--- config.mk ---
export PLATFORM = sky130hd
export DESIGN_NAME = scard_cmd_sequencer
export DESIGN_NICKNAME = d
export VERILOG_FILES = /design/src/rtl/scard_cmd_sequencer.sv
export SDC_FILE = /design/constraint.sdc
export NUM_CORES = 1
export LEC_CHECK = 0
export BUFFER_PORTS_ARGS = -buffer_cell sky130_fd_sc_hd__buf_4
export CORE_MARGIN = 3
export CORE_UTILIZATION = 36
export CTS_CLUSTER_SIZE = 40
export DETAILED_ROUTE_END_ITERATION = 12
export PLACE_DENSITY_LB_ADDON = 0.12
export SETUP_SLACK_MARGIN = 0.05
export SYNTH_ARGS = -nofsm -noshare
export SYNTH_HDL_FRONTEND = slang
export SYNTH_SLANG_ARGS = --single-unit
export TNS_END_PERCENT = 10
--- constraint.sdc ---
create_clock -name clk_i -period 1.9 [get_ports clk_i]
set_input_delay 0.19 -clock clk_i [delete_from_list [all_inputs] [get_ports clk_i]]
set_output_delay 0.19 -clock clk_i [all_outputs]
set_load 0.01 [all_outputs]
--- src/rtl/scard_cmd_sequencer.sv ---
// Sequences one smartcard transaction: pulses do_cmd, waits for the TX FIFO
// to drain, then pops the latched number of response bytes from the RX FIFO.
// Handles an inactivity timeout, abort, and an inter-transaction guard time.
// Ports: start_i/abort_i/rsp_len_i from the host; busy/done/timeout/rx_count
// and the rsp_data/rsp_valid stream back to the host; do_cmd_o,
// scardfifo_rd_o, scardfifo_rxe_i/txe_i/din_i toward the smartcard interface.
module scard_cmd_sequencer #(
  parameter int unsigned TIMEOUT_W      = 24,
  parameter int unsigned TIMEOUT_CYCLES = 1000000,
  parameter int unsigned GUARD_CYCLES   = 16
) (
  input  logic       clk_i,
  input  logic       reset_i,
  input  logic       start_i,
  input  logic       abort_i,
  input  logic [7:0] rsp_len_i,
  output logic       busy_o,
  output logic       done_o,
  output logic       timeout_o,
  output logic [7:0] rx_count_o,
  output logic [7:0] rsp_data_o,
  output logic       rsp_valid_o,
  output logic       do_cmd_o,
  input  logic       scardfifo_rxe_i,
  input  logic       scardfifo_txe_i,
  output logic       scardfifo_rd_o,
  input  logic [7:0] scardfifo_din_i
);

  localparam logic [TIMEOUT_W-1:0] TMO_LAST   = TIMEOUT_W'(TIMEOUT_CYCLES - 1);
  localparam logic [7:0]           GUARD_LAST = 8'(GUARD_CYCLES - 1);

  typedef enum logic [2:0] {
    S_IDLE, S_CMD, S_TXWAIT, S_RXWAIT, S_RDREQ, S_RDCAP, S_GUARD
  } state_t;

  state_t               state_q, state_d;
  logic [7:0]           len_q, len_d;
  logic [7:0]           rx_count_q, rx_count_d;
  logic [7:0]           rsp_data_q, rsp_data_d;
  logic                 rsp_valid_q, rsp_valid_d;
  logic                 done_q, done_d;
  logic                 timeout_q, timeout_d;
  logic                 seen_busy_q, seen_busy_d;
  logic [TIMEOUT_W-1:0] tmo_cnt_q, tmo_cnt_d;
  logic [7:0]           guard_cnt_q, guard_cnt_d;

  always_ff @(posedge clk_i or posedge reset_i) begin
    if (reset_i) begin
      state_q     <= S_IDLE;
      len_q       <= '0;
      rx_count_q  <= '0;
      rsp_data_q  <= '0;
      rsp_valid_q <= 1'b0;
      done_q      <= 1'b0;
      timeout_q   <= 1'b0;
      seen_busy_q <= 1'b0;
      tmo_cnt_q   <= '0;
      guard_cnt_q <= '0;
    end else begin
      state_q     <= state_d;
      len_q       <= len_d;
      rx_count_q  <= rx_count_d;
      rsp_data_q  <= rsp_data_d;
      rsp_valid_q <= rsp_valid_d;
      done_q      <= done_d;
      timeout_q   <= timeout_d;
      seen_busy_q <= seen_busy_d;
      tmo_cnt_q   <= tmo_cnt_d;
      guard_cnt_q <= guard_cnt_d;
    end
  end

  always_comb begin
    state_d     = state_q;
    len_d       = len_q;
    rx_count_d  = rx_count_q;
    rsp_data_d  = rsp_data_q;
    rsp_valid_d = 1'b0;
    done_d      = 1'b0;
    timeout_d   = timeout_q;
    seen_busy_d = seen_busy_q;
    tmo_cnt_d   = tmo_cnt_q;
    guard_cnt_d = '0;

    // Abort outranks every other transition, including RDCAP completion.
    if (abort_i && state_q != S_IDLE && state_q != S_GUARD) begin
      state_d = S_GUARD;
    end else begin
      case (state_q)
        S_IDLE: begin
          if (start_i) begin
            len_d      = rsp_len_i;
            rx_count_d = '0;
            timeout_d  = 1'b0;
            state_d    = S_CMD;
          end
        end
        S_CMD: begin
          tmo_cnt_d   = '0;
          seen_busy_d = 1'b0;
          state_d     = S_TXWAIT;
        end
        S_TXWAIT: begin
          // Progress is checked before the terminal count so it wins a tie.
          if (seen_busy_q && scardfifo_txe_i) begin
            tmo_cnt_d = '0;
            if (len_q == 8'd0) begin
              done_d  = 1'b1;
              state_d = S_GUARD;
            end else begin
              state_d = S_RXWAIT;
            end
          end else if (tmo_cnt_q == TMO_LAST) begin
            timeout_d = 1'b1;
            done_d    = 1'b1;
            state_d   = S_GUARD;
          end else begin
            tmo_cnt_d = tmo_cnt_q + 1'b1;
            if (!scardfifo_txe_i) seen_busy_d = 1'b1;
          end
        end
        S_RXWAIT: begin
          if (!scardfifo_rxe_i) begin
            state_d = S_RDREQ;
          end else if (tmo_cnt_q == TMO_LAST) begin
            timeout_d = 1'b1;
            done_d    = 1'b1;
            state_d   = S_GUARD;
          end else begin
            tmo_cnt_d = tmo_cnt_q + 1'b1;
          end
        end
        S_RDREQ: state_d = S_RDCAP;
        S_RDCAP: begin
          rsp_data_d  = scardfifo_din_i;
          rsp_valid_d = 1'b1;
          rx_count_d  = rx_count_q + 8'd1;
          tmo_cnt_d   = '0;
          if (rx_count_d == len_q) begin
            done_d  = 1'b1;
            state_d = S_GUARD;
          end else begin
            state_d = S_RXWAIT;
          end
        end
        S_GUARD: begin
          if (guard_cnt_q == GUARD_LAST) state_d = S_IDLE;
          else guard_cnt_d = guard_cnt_q + 8'd1;
        end
        default: state_d = S_IDLE;
      endcase
    end
  end

  assign busy_o         = (state_q != S_IDLE);
  assign do_cmd_o       = (state_q == S_CMD);
  assign scardfifo_rd_o = (state_q == S_RDREQ);
  assign done_o         = done_q;
  assign timeout_o      = timeout_q;
  assign rx_count_o     = rx_count_q;
  assign rsp_data_o     = rsp_data_q;
  assign rsp_valid_o    = rsp_valid_q;

endmodule

Word-level counts from Yosys, hierarchy flattened. Cells that the tools add are included.

Logic and storage cells: 85. Input bits: 22. Register bits: 63.

Eq/ne operators: 17. Reduce and logical (&&, ||, !) cells: 18. Add/subtract/negate cells: 3. Bitwise logic cells: 1. Muxes and demuxes: 36.

Operators by type and width (count): 2-to-1 mux 24 bit (3); one-hot mux 24 bit (3 select lines) (1); 2-to-1 mux 8 bit (4); adder 24 x 1 -> 24 bit, second input constant (1); == test 24 x 20 -> 1 bit, second input constant (1); 2-to-1 mux 3 bit (8); one-hot mux 3 bit (7 select lines) (1); adder 8 x 1 -> 8 bit, second input constant (2); one-hot mux 8 bit (2 select lines) (1); 2-to-1 mux 1 bit (15); inequality test 2 bit, second input constant (5); AND reduction 5 bit (2); == test 3 bit, second input constant (3); inequality test 3 bit, second input constant (3); AND reduction 3 bit (3); nonzero test 3 bit (3); == test 8 x 4 -> 1 bit, second input constant (1); == test 8 bit (1); logical NOT 8 bit (1); == test 3 x 2 -> 1 bit, second input constant (2); one-hot mux 1 bit (3 select lines) (2); AND reduction 2 bit (2); nonzero test 2 bit (2); == test 3 x 1 -> 1 bit, second input constant (1); other kinds (5) (7).

Depth between registers and ports, before layout. Gate-level depths: netlist of run 1.

Depth after elaboration: 5. Depth in mapped cells: 9.

Least setup slack after synthesis of run 1. OpenSTA, ideal clock, no wires.

Path type: register to register. From: reg state_q[0]. To: reg tmo_cnt_q[2]. Path buffers: 3. Stages on the path, launching flop included: 9. Data required time: 1822 ps. Setup slack: -60 ps. Setup time: 78 ps. Arrival: 1881 ps. Cell sequence: dfrtp_1 -> buf_6 -> nor2b_4 -> o21ai_2 -> or3b_1 -> buf_2 -> buf_6 -> or4_1 -> a21oi_1.

Longest elaborated chain between the ends: 5.

RTL lines: start: declaration (line 37) `state_t state_q, state_d;`; start signal: assignment (line 61) `state_q <= state_d;`; parallel branches: the longest is 5 deep, another holds == test 3 x 1 -> 1 bit; end signal: assignment (line 69) `tmo_cnt_q <= tmo_cnt_d;`; end: declaration (line 45) `logic [TIMEOUT_W-1:0] tmo_cnt_q, tmo_cnt_d;`.

Parallel ways; which one is timed is not known. A chain may end at the register's enable or synchronous reset.

Worst setup path after layout of run 1.
From: reg state_q[0]. To: reg tmo_cnt_q[23].

The elaborated chain is that of the path after synthesis.

==> metrics.txt, run 1 <==
# TYPE chip_impl_metric gauge
chip_impl_metric{name="worst_skew_pair_later_pin_latency",unit="ps"} 340
chip_impl_metric{name="ant_nets",unit=""} 0
chip_impl_metric{name="cellLeakagePower",unit="nW"} 2.050
chip_impl_metric{name="grt-ovfl-total",unit=""} 0
chip_impl_info{name="cts_tree",value="yes"} 1
chip_impl_metric{name="drt_first_pass_iters",unit=""} 4
chip_impl_metric{name="timing.clock.skew",unit="ps"} 11.35
chip_impl_metric{name="synth_enable_flop_cells",unit=""} 0
chip_impl_metric{name="vdd_drop_max",unit="V"} 0.0004881
chip_impl_info{name="synthDominantAreaCellType",value="sky130_fd_sc_hd__dfrtp_1"} 1
chip_impl_metric{name="final_layout_size_suffix_gt1_frac",unit=""} 0.2669
chip_impl_info{name="rsz_0062_raised_after_global_routing",value="true"} 1
chip_impl_metric{name="synth_top_area_share",unit=""} 0.4358
chip_impl_metric{name="drt_iter0_markers",unit=""} 177
chip_impl_metric{name="postLayoutSetupSlackWorst",unit="ps"} -66.74
chip_impl_metric{name="synth_seq_cells",unit=""} 63
chip_impl_metric{name="die_height",unit="µm"} 106.2
chip_impl_metric{name="grt_antenna_before_repair",unit=""} 0
chip_impl_metric{name="final_nets",unit=""} 494
chip_impl_info{name="criticalPathCategory",value="flop to flop"} 1
chip_impl_metric{name="finalHoldViolations",unit=""} 0
chip_impl_metric{name="critPathRequiredTime",unit="ps"} 2160
chip_impl_info{name="worstSetupStartpointType",value="flop"} 1
chip_impl_metric{name="numClockSinks",unit=""} 63
chip_impl_metric{name="netlist-cell-type-count",unit=""} 54
chip_impl_info{name="setup.worst_path.end_class",value="flop"} 1
chip_impl_info{name="synthTopCellsByArea",value="sky130_fd_sc_hd__dfrtp_1 (44%), sky130_fd_sc_hd__nand2_1 (6.1%), sky130_fd_sc_hd__mux2i_1 (3.9%), sky130_fd_sc_hd__nor4_1 (2.9%), sky130_fd_sc_hd__nand2b_1 (2.8%)"} 1
chip_impl_metric{name="timing.final.crit_period",unit="ps"} 1967
chip_impl_metric{name="yosysSeqAreaShare",unit=""} 0.4358
chip_impl_metric{name="total_power",unit="mW"} 5.391
chip_impl_metric{name="number_of_max_capacitance_violations_reported",unit=""} 0
chip_impl_metric{name="core.rowCount",unit=""} 35
chip_impl_info{name="hp-class",value="input pin to flop"} 1
chip_impl_metric{name="drc",unit=""} 0
chip_impl_metric{name="place_hpwl",unit="µm"} 6437
chip_impl_metric{name="area_delta_synth_final",unit="%"} 26.60
chip_impl_metric{name="detail_route.wl_per_cell",unit="µm"} 15.14
chip_impl_metric{name="buffer_ports.inserted",unit=""} 43
chip_impl_metric{name="post_synth_instance_area",unit="µm²"} 3617
chip_impl_metric{name="post_cts.repair.setup_buffers",unit=""} 0
chip_impl_metric{name="grt_pass1_vias",unit=""} 3176
chip_impl_metric{name="place_worst_setup_slack",unit="ps"} -83.15
chip_impl_metric{name="setup_violations",unit=""} 9
chip_impl_info{name="synth.top_cells.by_count",value="sky130_fd_sc_hd__dfrtp_1 (63), sky130_fd_sc_hd__nand2_1 (59), sky130_fd_sc_hd__nor2_1 (22)"} 1
chip_impl_metric{name="ys_async_sr_fraction",unit=""} 1.000
chip_impl_metric{name="worst_slew_pin_slew",unit="ps"} 654.3
chip_impl_metric{name="detailed_place.area",unit="µm²"} 4347
chip_impl_info{name="synth_ff_type",value="sky130_fd_sc_hd__dfrtp_1"} 1
chip_impl_metric{name="dr_total_vias",unit=""} 3194
chip_impl_metric{name="initial_core_utilization",unit=""} 0.3806
chip_impl_metric{name="die_footprint",unit="µm²"} 11290
chip_impl_metric{name="core",unit="µm²"} 9503
chip_impl_metric{name="route.final.wire_length",unit="µm"} 9100
chip_impl_info{name="root_buffer",value="sky130_fd_sc_hd__clkbuf_8"} 1
chip_impl_metric{name="power.density",unit="nW/µm²"} 1177
chip_impl_info{name="result_of_the_run",value="finished with violations"} 1
chip_impl_metric{name="viasPerCell",unit=""} 5.314
chip_impl_metric{name="grt_pass1_wl",unit="µm"} 15500
chip_impl_metric{name="clk_pin_slew",unit="ps"} 70
chip_impl_metric{name="antenna_cells",unit=""} 0
chip_impl_metric{name="postLayoutCellArea",unit="µm²"} 4579
chip_impl_metric{name="final_weighted_congestion_in_routability_driven_placement",unit=""} 0.8449
chip_impl_metric{name="grt_max_degree",unit=""} 35
chip_impl_metric{name="die_width",unit="µm"} 106.2
chip_impl_metric{name="worst-endpoint-arrival",unit="ps"} 2230
chip_impl_metric{name="synthesis.instances",unit=""} 397
chip_impl_metric{name="max_freq",unit="GHz"} 0.5085
chip_impl_metric{name="syn_area_per_cell",unit="µm²"} 9.111
chip_impl_metric{name="final_min_period_over_clock_period",unit=""} 1.035
chip_impl_metric{name="synth-warning-count",unit=""} 0
chip_impl_metric{name="gr-usage-all-layers",unit=""} 0.1690
chip_impl_metric{name="fillCellCount",unit=""} 940
chip_impl_metric{name="relSlewSlack",unit=""} 0.5631
chip_impl_metric{name="pin_count",unit=""} 44
chip_impl_metric{name="cts_buffers",unit=""} 9
chip_impl_metric{name="clk_path_buf_depth",unit=""} 2
chip_impl_metric{name="regArea",unit="µm²"} 1577
chip_impl_metric{name="multi_input_gate_area_in_the_final_layout",unit="µm²"} 1972
chip_impl_info{name="violations",value="setup timing"} 1
chip_impl_metric{name="ctsHtreeMaxLevel",unit=""} 3
chip_impl_info{name="synthMostInstantiatedCell",value="sky130_fd_sc_hd__dfrtp_1"} 1
chip_impl_metric{name="final_max_slew_viols",unit=""} 0
chip_impl_metric{name="critPathMaxFanout",unit=""} 34
chip_impl_metric{name="mappedNetlistNets",unit=""} 422
-- cells in the final DEF (no fill, tap or decap), types with 3 or more instances in the layout --
| cell | Yosys | final |
|---|---|---|
| sky130_fd_sc_hd__clkbuf_8 | 0 | 9 |
| sky130_fd_sc_hd__a21oi_1 | 17 | 12 |
| sky130_fd_sc_hd__dfrtp_1 | 63 | 63 |
| sky130_fd_sc_hd__nor2_1 | 22 | 20 |
| sky130_fd_sc_hd__xnor2_1 | 6 | 6 |
| sky130_fd_sc_hd__nand2b_1 | 16 | 16 |
| sky130_fd_sc_hd__mux2i_1 | 14 | 14 |
| sky130_fd_sc_hd__o21ai_1 | 1 | 3 |
| sky130_fd_sc_hd__and2_1 | 6 | 6 |
| sky130_fd_sc_hd__nor2_2 | 1 | 3 |
| sky130_fd_sc_hd__buf_4 | 0 | 80 |
| sky130_fd_sc_hd__or4_1 | 7 | 6 |
| sky130_fd_sc_hd__o31ai_1 | 12 | 12 |
| sky130_fd_sc_hd__a21oi_2 | 0 | 5 |
| sky130_fd_sc_hd__inv_1 | 9 | 8 |
| sky130_fd_sc_hd__buf_12 | 0 | 4 |
| sky130_fd_sc_hd__nand3_1 | 15 | 15 |
| sky130_fd_sc_hd__xor2_1 | 5 | 5 |
| sky130_fd_sc_hd__nand4_1 | 12 | 12 |
| sky130_fd_sc_hd__and3_1 | 9 | 8 |
| sky130_fd_sc_hd__or3_1 | 4 | 4 |
| sky130_fd_sc_hd__nand2_1 | 59 | 59 |
| sky130_fd_sc_hd__and4_1 | 4 | 4 |
| sky130_fd_sc_hd__mux2_2 | 8 | 8 |
| sky130_fd_sc_hd__nor2b_1 | 6 | 6 |
| sky130_fd_sc_hd__o21ai_0 | 20 | 18 |
| sky130_fd_sc_hd__clkbuf_1 | 14 | 3 |
| sky130_fd_sc_hd__nor3_1 | 5 | 5 |
| sky130_fd_sc_hd__nor4_1 | 17 | 12 |
| sky130_fd_sc_hd__nor4_2 | 0 | 5 |
-- registers in the layout (all words and copies together), names as in the netlist --
name / flops
rx_count_o: 8
tmo_cnt_q: 24
done_o: 1
seen_busy_q: 1
timeout_o: 1
guard_cnt_q: 8
len_q: 8
state_q: 3
rsp_valid_o: 1
rsp_data_o: 8
-- area by class of cell --
class / count / area share
flip-flops and latches: 63 / 0.3443
inverters: 9 / 0.007377
clock buffers: 12 / 0.02951
multi-input cells: 301 / 0.4306
well taps: 129 / 0.03525
clock inverters: 2 / 0.002186
repair buffers: 85 / 0.1508
-- critical path, cell delays in order, from the launching register on --
cell                      delay, ps
sky130_fd_sc_hd__dfrtp_1        390
sky130_fd_sc_hd__nor2b_4        130
sky130_fd_sc_hd__o21ai_2        130
sky130_fd_sc_hd__or3b_4         410
sky130_fd_sc_hd__buf_12         180
sky130_fd_sc_hd__nor4_1         410
sky130_fd_sc_hd__mux2i_1        230
-- layer usage --
metal | up-vias | global-route usage | wire length [µm]
li1 | 1569 | - | -
met1 | 1545 | 0.2342 | 4424
met2 | 70 | 0.2579 | 4126
met3 | 10 | 0.03461 | 408
met4 | 0 | 0.06846 | 141
met5 | - | 0 | 0
-- cells by family after synthesis --
kind of cell,count (synthesis),synth area share
AO/OA/AOI/OAI,66,0.1131
buffers and inverters,33,0.04047
AND/OR/NAND/NOR,196,0.2909
XOR/XNOR,14,0.04566
flip-flops,63,0.4358
adder cells (fa/ha/maj),3,0.01038
multiplexers,22,0.06365
-- worst paths after layout --
path / start / end / slack, ps / cells past startpoint
max: state_q[0] / tmo_cnt_q[23] / -70 / 6
min: scardfifo_din_i[5] / rsp_data_o[5] / 40 / 3
max reg2reg: state_q[0] / tmo_cnt_q[23] / -70 / 6
min reg2reg: rsp_data_o[6] / rsp_data_o[6] / 480 / 2
max in group asynchronous: reset_i / tmo_cnt_q[18] / 770 / 4
min in group asynchronous: reset_i / rsp_data_o[4] / 500 / 3
-- where the power goes --
group	internal (mW)	switching, mW	leakage [nW]
registers	1.75	0.390	0.836
clock network	0.456	0.514	0.0761
logic	1.15	1.13	1.14
total	3.36	2.03	2.05
-- stage by stage --
step	util	hold slack [ps]	cells	setup TNS [ps]
global placement	0.4574	345.1	586	-51.74
finish	0.4819	40.95	601	-280.3
floorplan	-	295.4	397	-468.5
global route	0.4819	39.59	601	-1914
CTS	0.4744	24.89	601	-277.6
detailed placement	0.4574	335.1	586	-459.5
-- repair_timing --
item / 4_1_cts / 5_1_grt
setup endpoints to repair: 23 / 30
endpoints found under the hold margin: 27 / 0
gates resized for setup: 3 / 17
hold buffers: 1 / 0
pin swaps: 8 / 2
Power figures use the tool's default switching activity.
==> run 2, diff against run 1 <==
HOLD_SLACK_MARGIN = 0.06   (was default)
==> run 2 against run 1 <==
Against the previous run:
- the run still ends with setup timing left
- largest power group unchanged
- sequential power hardly changed
- wire length rose by 1.7%
- die area did not move
- combinational power hardly changed
- worst setup slack got worse by 1.2 ps
- worst hold slack improved by 36 ps
- via count is 1.3% higher
- clock power barely moved
- count of clock-buffer cells in the layout stayed put
==> metrics.txt, run 2 (synthesized netlist as in run 1, its figures left out) <==
# TYPE chip_impl_metric gauge
chip_impl_info{name="result_of_the_run",value="finished with violations"} 1
chip_impl_info{name="violations",value="setup timing"} 1
chip_impl_metric{name="viasPerCell",unit=""} 5.310
chip_impl_info{name="hp-class",value="input pin to flop"} 1
chip_impl_info{name="cts_tree",value="yes"} 1
chip_impl_metric{name="max_freq",unit="GHz"} 0.5081
chip_impl_metric{name="ant_nets",unit=""} 0
chip_impl_metric{name="core.rowCount",unit=""} 35
chip_impl_info{name="worstSetupStartpointType",value="flop"} 1
chip_impl_metric{name="grt_max_degree",unit=""} 35
chip_impl_info{name="most-common-layout-cells",value="sky130_fd_sc_hd__buf_4 (80), sky130_fd_sc_hd__dfrtp_1 (63), sky130_fd_sc_hd__nand2_1 (59)"} 1
chip_impl_metric{name="timing.clock.skew",unit="ps"} 10.20
chip_impl_metric{name="cts_buffers",unit=""} 9
chip_impl_metric{name="route.final.wire_length",unit="µm"} 9258
chip_impl_metric{name="critPathMaxFanout",unit=""} 34
chip_impl_metric{name="vdd_drop_max",unit="V"} 0.0004875
chip_impl_metric{name="largest_register_ffs",unit=""} 24
chip_impl_metric{name="area_delta_synth_final",unit="%"} 28.81
chip_impl_metric{name="grt_antenna_before_repair",unit=""} 0
chip_impl_metric{name="final_min_period_over_clock_period",unit=""} 1.036
chip_impl_metric{name="postLayoutCellArea",unit="µm²"} 4659
chip_impl_metric{name="die_footprint",unit="µm²"} 11290
chip_impl_metric{name="critPathRequiredTime",unit="ps"} 2160
chip_impl_metric{name="drt_first_pass_iters",unit=""} 4
chip_impl_metric{name="final_layout_size_suffix_gt1_frac",unit=""} 0.2625
chip_impl_metric{name="drc",unit=""} 0
chip_impl_metric{name="detailed_place.area",unit="µm²"} 4347
chip_impl_metric{name="buffer_ports.inserted",unit=""} 43
chip_impl_metric{name="core",unit="µm²"} 9503
chip_impl_info{name="rsz_0062_raised_after_global_routing",value="true"} 1
chip_impl_metric{name="pin_count",unit=""} 44
chip_impl_metric{name="clk_pin_slew",unit="ps"} 70
chip_impl_metric{name="clk_path_buf_depth",unit=""} 2
chip_impl_metric{name="die_width",unit="µm"} 106.2
chip_impl_metric{name="initial_core_utilization",unit=""} 0.3806
chip_impl_metric{name="final_max_slew_viols",unit=""} 0
chip_impl_info{name="max_flop_register",value="tmo_cnt_q"} 1
chip_impl_metric{name="grt-ovfl-total",unit=""} 0
chip_impl_metric{name="worst_skew_pair_later_pin_latency",unit="ps"} 340
chip_impl_metric{name="relSlewSlack",unit=""} 0.5622
chip_impl_metric{name="cellInternalPower",unit="mW"} 3.371
chip_impl_metric{name="final_nets",unit=""} 502
chip_impl_metric{name="final.hold.worst_slack",unit="ps"} 77.36
chip_impl_metric{name="worst-endpoint-arrival",unit="ps"} 2230
chip_impl_metric{name="postLayoutSetupSlackWorst",unit="ps"} -67.98
chip_impl_metric{name="ctsHtreeMaxLevel",unit=""} 3
chip_impl_metric{name="gr-usage-all-layers",unit=""} 0.1717
chip_impl_info{name="layout.cells.most_common",value="sky130_fd_sc_hd__buf_4"} 1
chip_impl_metric{name="grt_pass1_wl",unit="µm"} 15720
chip_impl_metric{name="dr_total_vias",unit=""} 3234
chip_impl_metric{name="timing.final.crit_period",unit="ps"} 1968
chip_impl_metric{name="detail_route.wl_per_cell",unit="µm"} 15.20
chip_impl_metric{name="antenna_cells",unit=""} 0
chip_impl_metric{name="drt_iter0_markers",unit=""} 201
chip_impl_metric{name="combPwrFrac",unit=""} 0.425
chip_impl_metric{name="place_hpwl",unit="µm"} 6437
chip_impl_metric{name="power.density",unit="nW/µm²"} 1161
chip_impl_metric{name="post_cts.repair.setup_buffers",unit=""} 0
chip_impl_metric{name="power.net_switching",unit="mW"} 2.039
chip_impl_metric{name="final_weighted_congestion_in_routability_driven_placement",unit=""} 0.8449
chip_impl_metric{name="p_clk_frac",unit=""} 0.179
chip_impl_metric{name="number_of_max_capacitance_violations_reported",unit=""} 0
chip_impl_metric{name="worst_slew_pin_slew",unit="ps"} 655.7
chip_impl_metric{name="power_frac_seq",unit=""} 0.396
chip_impl_metric{name="die_height",unit="µm"} 106.2
chip_impl_metric{name="sw_frac_of_total",unit=""} 0.3768
chip_impl_metric{name="grt_pass1_vias",unit=""} 3217
chip_impl_info{name="root_buffer",value="sky130_fd_sc_hd__clkbuf_8"} 1
chip_impl_metric{name="finalHoldViolations",unit=""} 0
chip_impl_info{name="criticalPathCategory",value="flop to flop"} 1
chip_impl_metric{name="total_power",unit="mW"} 5.410
chip_impl_metric{name="setup_violations",unit=""} 9
chip_impl_metric{name="cellLeakagePower",unit="nW"} 2.084
chip_impl_info{name="setup.worst_path.end_class",value="flop"} 1
chip_impl_metric{name="numClockSinks",unit=""} 63
## run 2: cell types whose count changed in the layout (fill, tap and decap cells not counted)
cell	previous run	this run
sky130_fd_sc_hd__dlygate4sd3_1	1	9
## run 2: power groups by stage
stage               Sequential (mW)  Clock [mW]  Combinational [mW]
finish                         2.14       0.971                2.30
global route                   2.22        1.05                2.57
global placement               2.14           0                2.18
floorplan                      2.11           0                1.42
detailed placement             2.15           0                2.22
CTS                            2.14        1.00                2.26
## run 2: cell type report
| type | instances | area [µm²] |
|---|---|---|
| Clock buffer | 12 | 135.1 |
| Timing Repair Buffer | 93 | 770.7 |
| Sequential cell | 63 | 1577 |
| Fill cell | 927 | 4843 |
| Clock inverter | 2 | 10.01 |
| Tap cell | 129 | 161.4 |
| Multi-Input combinational cell | 301 | 1972 |
| Inverter | 9 | 33.78 |
## run 2: routing by layer
layer	up-vias	GRT usage	part of all wire
li1	1587	-	-
met1	1568	0.2334	0.48
met2	68	0.2688	0.46
met3	11	0.03522	0.048
met4	0	0.06660	0.016
met5	-	0	0
## run 2: path summary, 6_finish.rpt
| check | start | endpoint | depth (start not counted) | slack (ps) |
|---|---|---|---|---|
| worst min register to register | rsp_data_o[6] | rsp_data_o[6] | 2 | 480 |
| min in group asynchronous | reset_i | rsp_data_o[4] | 3 | 500 |
| worst min-delay path | rsp_len_i[0] | len_q[0] | 2 | 80 |
| worst max register to register | state_q[0] | tmo_cnt_q[23] | 6 | -70 |
| max in group asynchronous | reset_i | tmo_cnt_q[18] | 4 | 770 |
| worst max-delay path | state_q[0] | tmo_cnt_q[23] | 6 | -70 |
## run 2: per-stage QoR
step	worst slack [ps]	utilization	TNS [ps]	cells
5_1_grt	-135.4	0.4903	-1916	609
6_report	-67.98	0.4903	-269.2	609
2_1_floorplan	-46.47	-	-468.5	397
3_5_place_dp	-83.15	0.4574	-459.5	586
4_1_cts	-60.26	0.4828	-277.6	609
3_3_place_gp	-23.33	0.4574	-51.74	586
## run 2: what timing repair did
| action | in CTS | in global routing |
|---|---|---|
| setup endpoints to repair | 23 | 30 |
| hold endpoints to repair | 35 | 0 |
| gates resized for setup | 3 | 17 |
| hold buffers | 9 | 0 |
| pin swaps | 8 | 2 |
## run 2: critical path, cell delays in order (launching register included)
cell,delay [ps]
sky130_fd_sc_hd__dfrtp_1,390
sky130_fd_sc_hd__nor2b_4,130
sky130_fd_sc_hd__o21ai_2,130
sky130_fd_sc_hd__or3b_4,410
sky130_fd_sc_hd__buf_12,180
sky130_fd_sc_hd__nor4_1,410
sky130_fd_sc_hd__mux2i_1,230
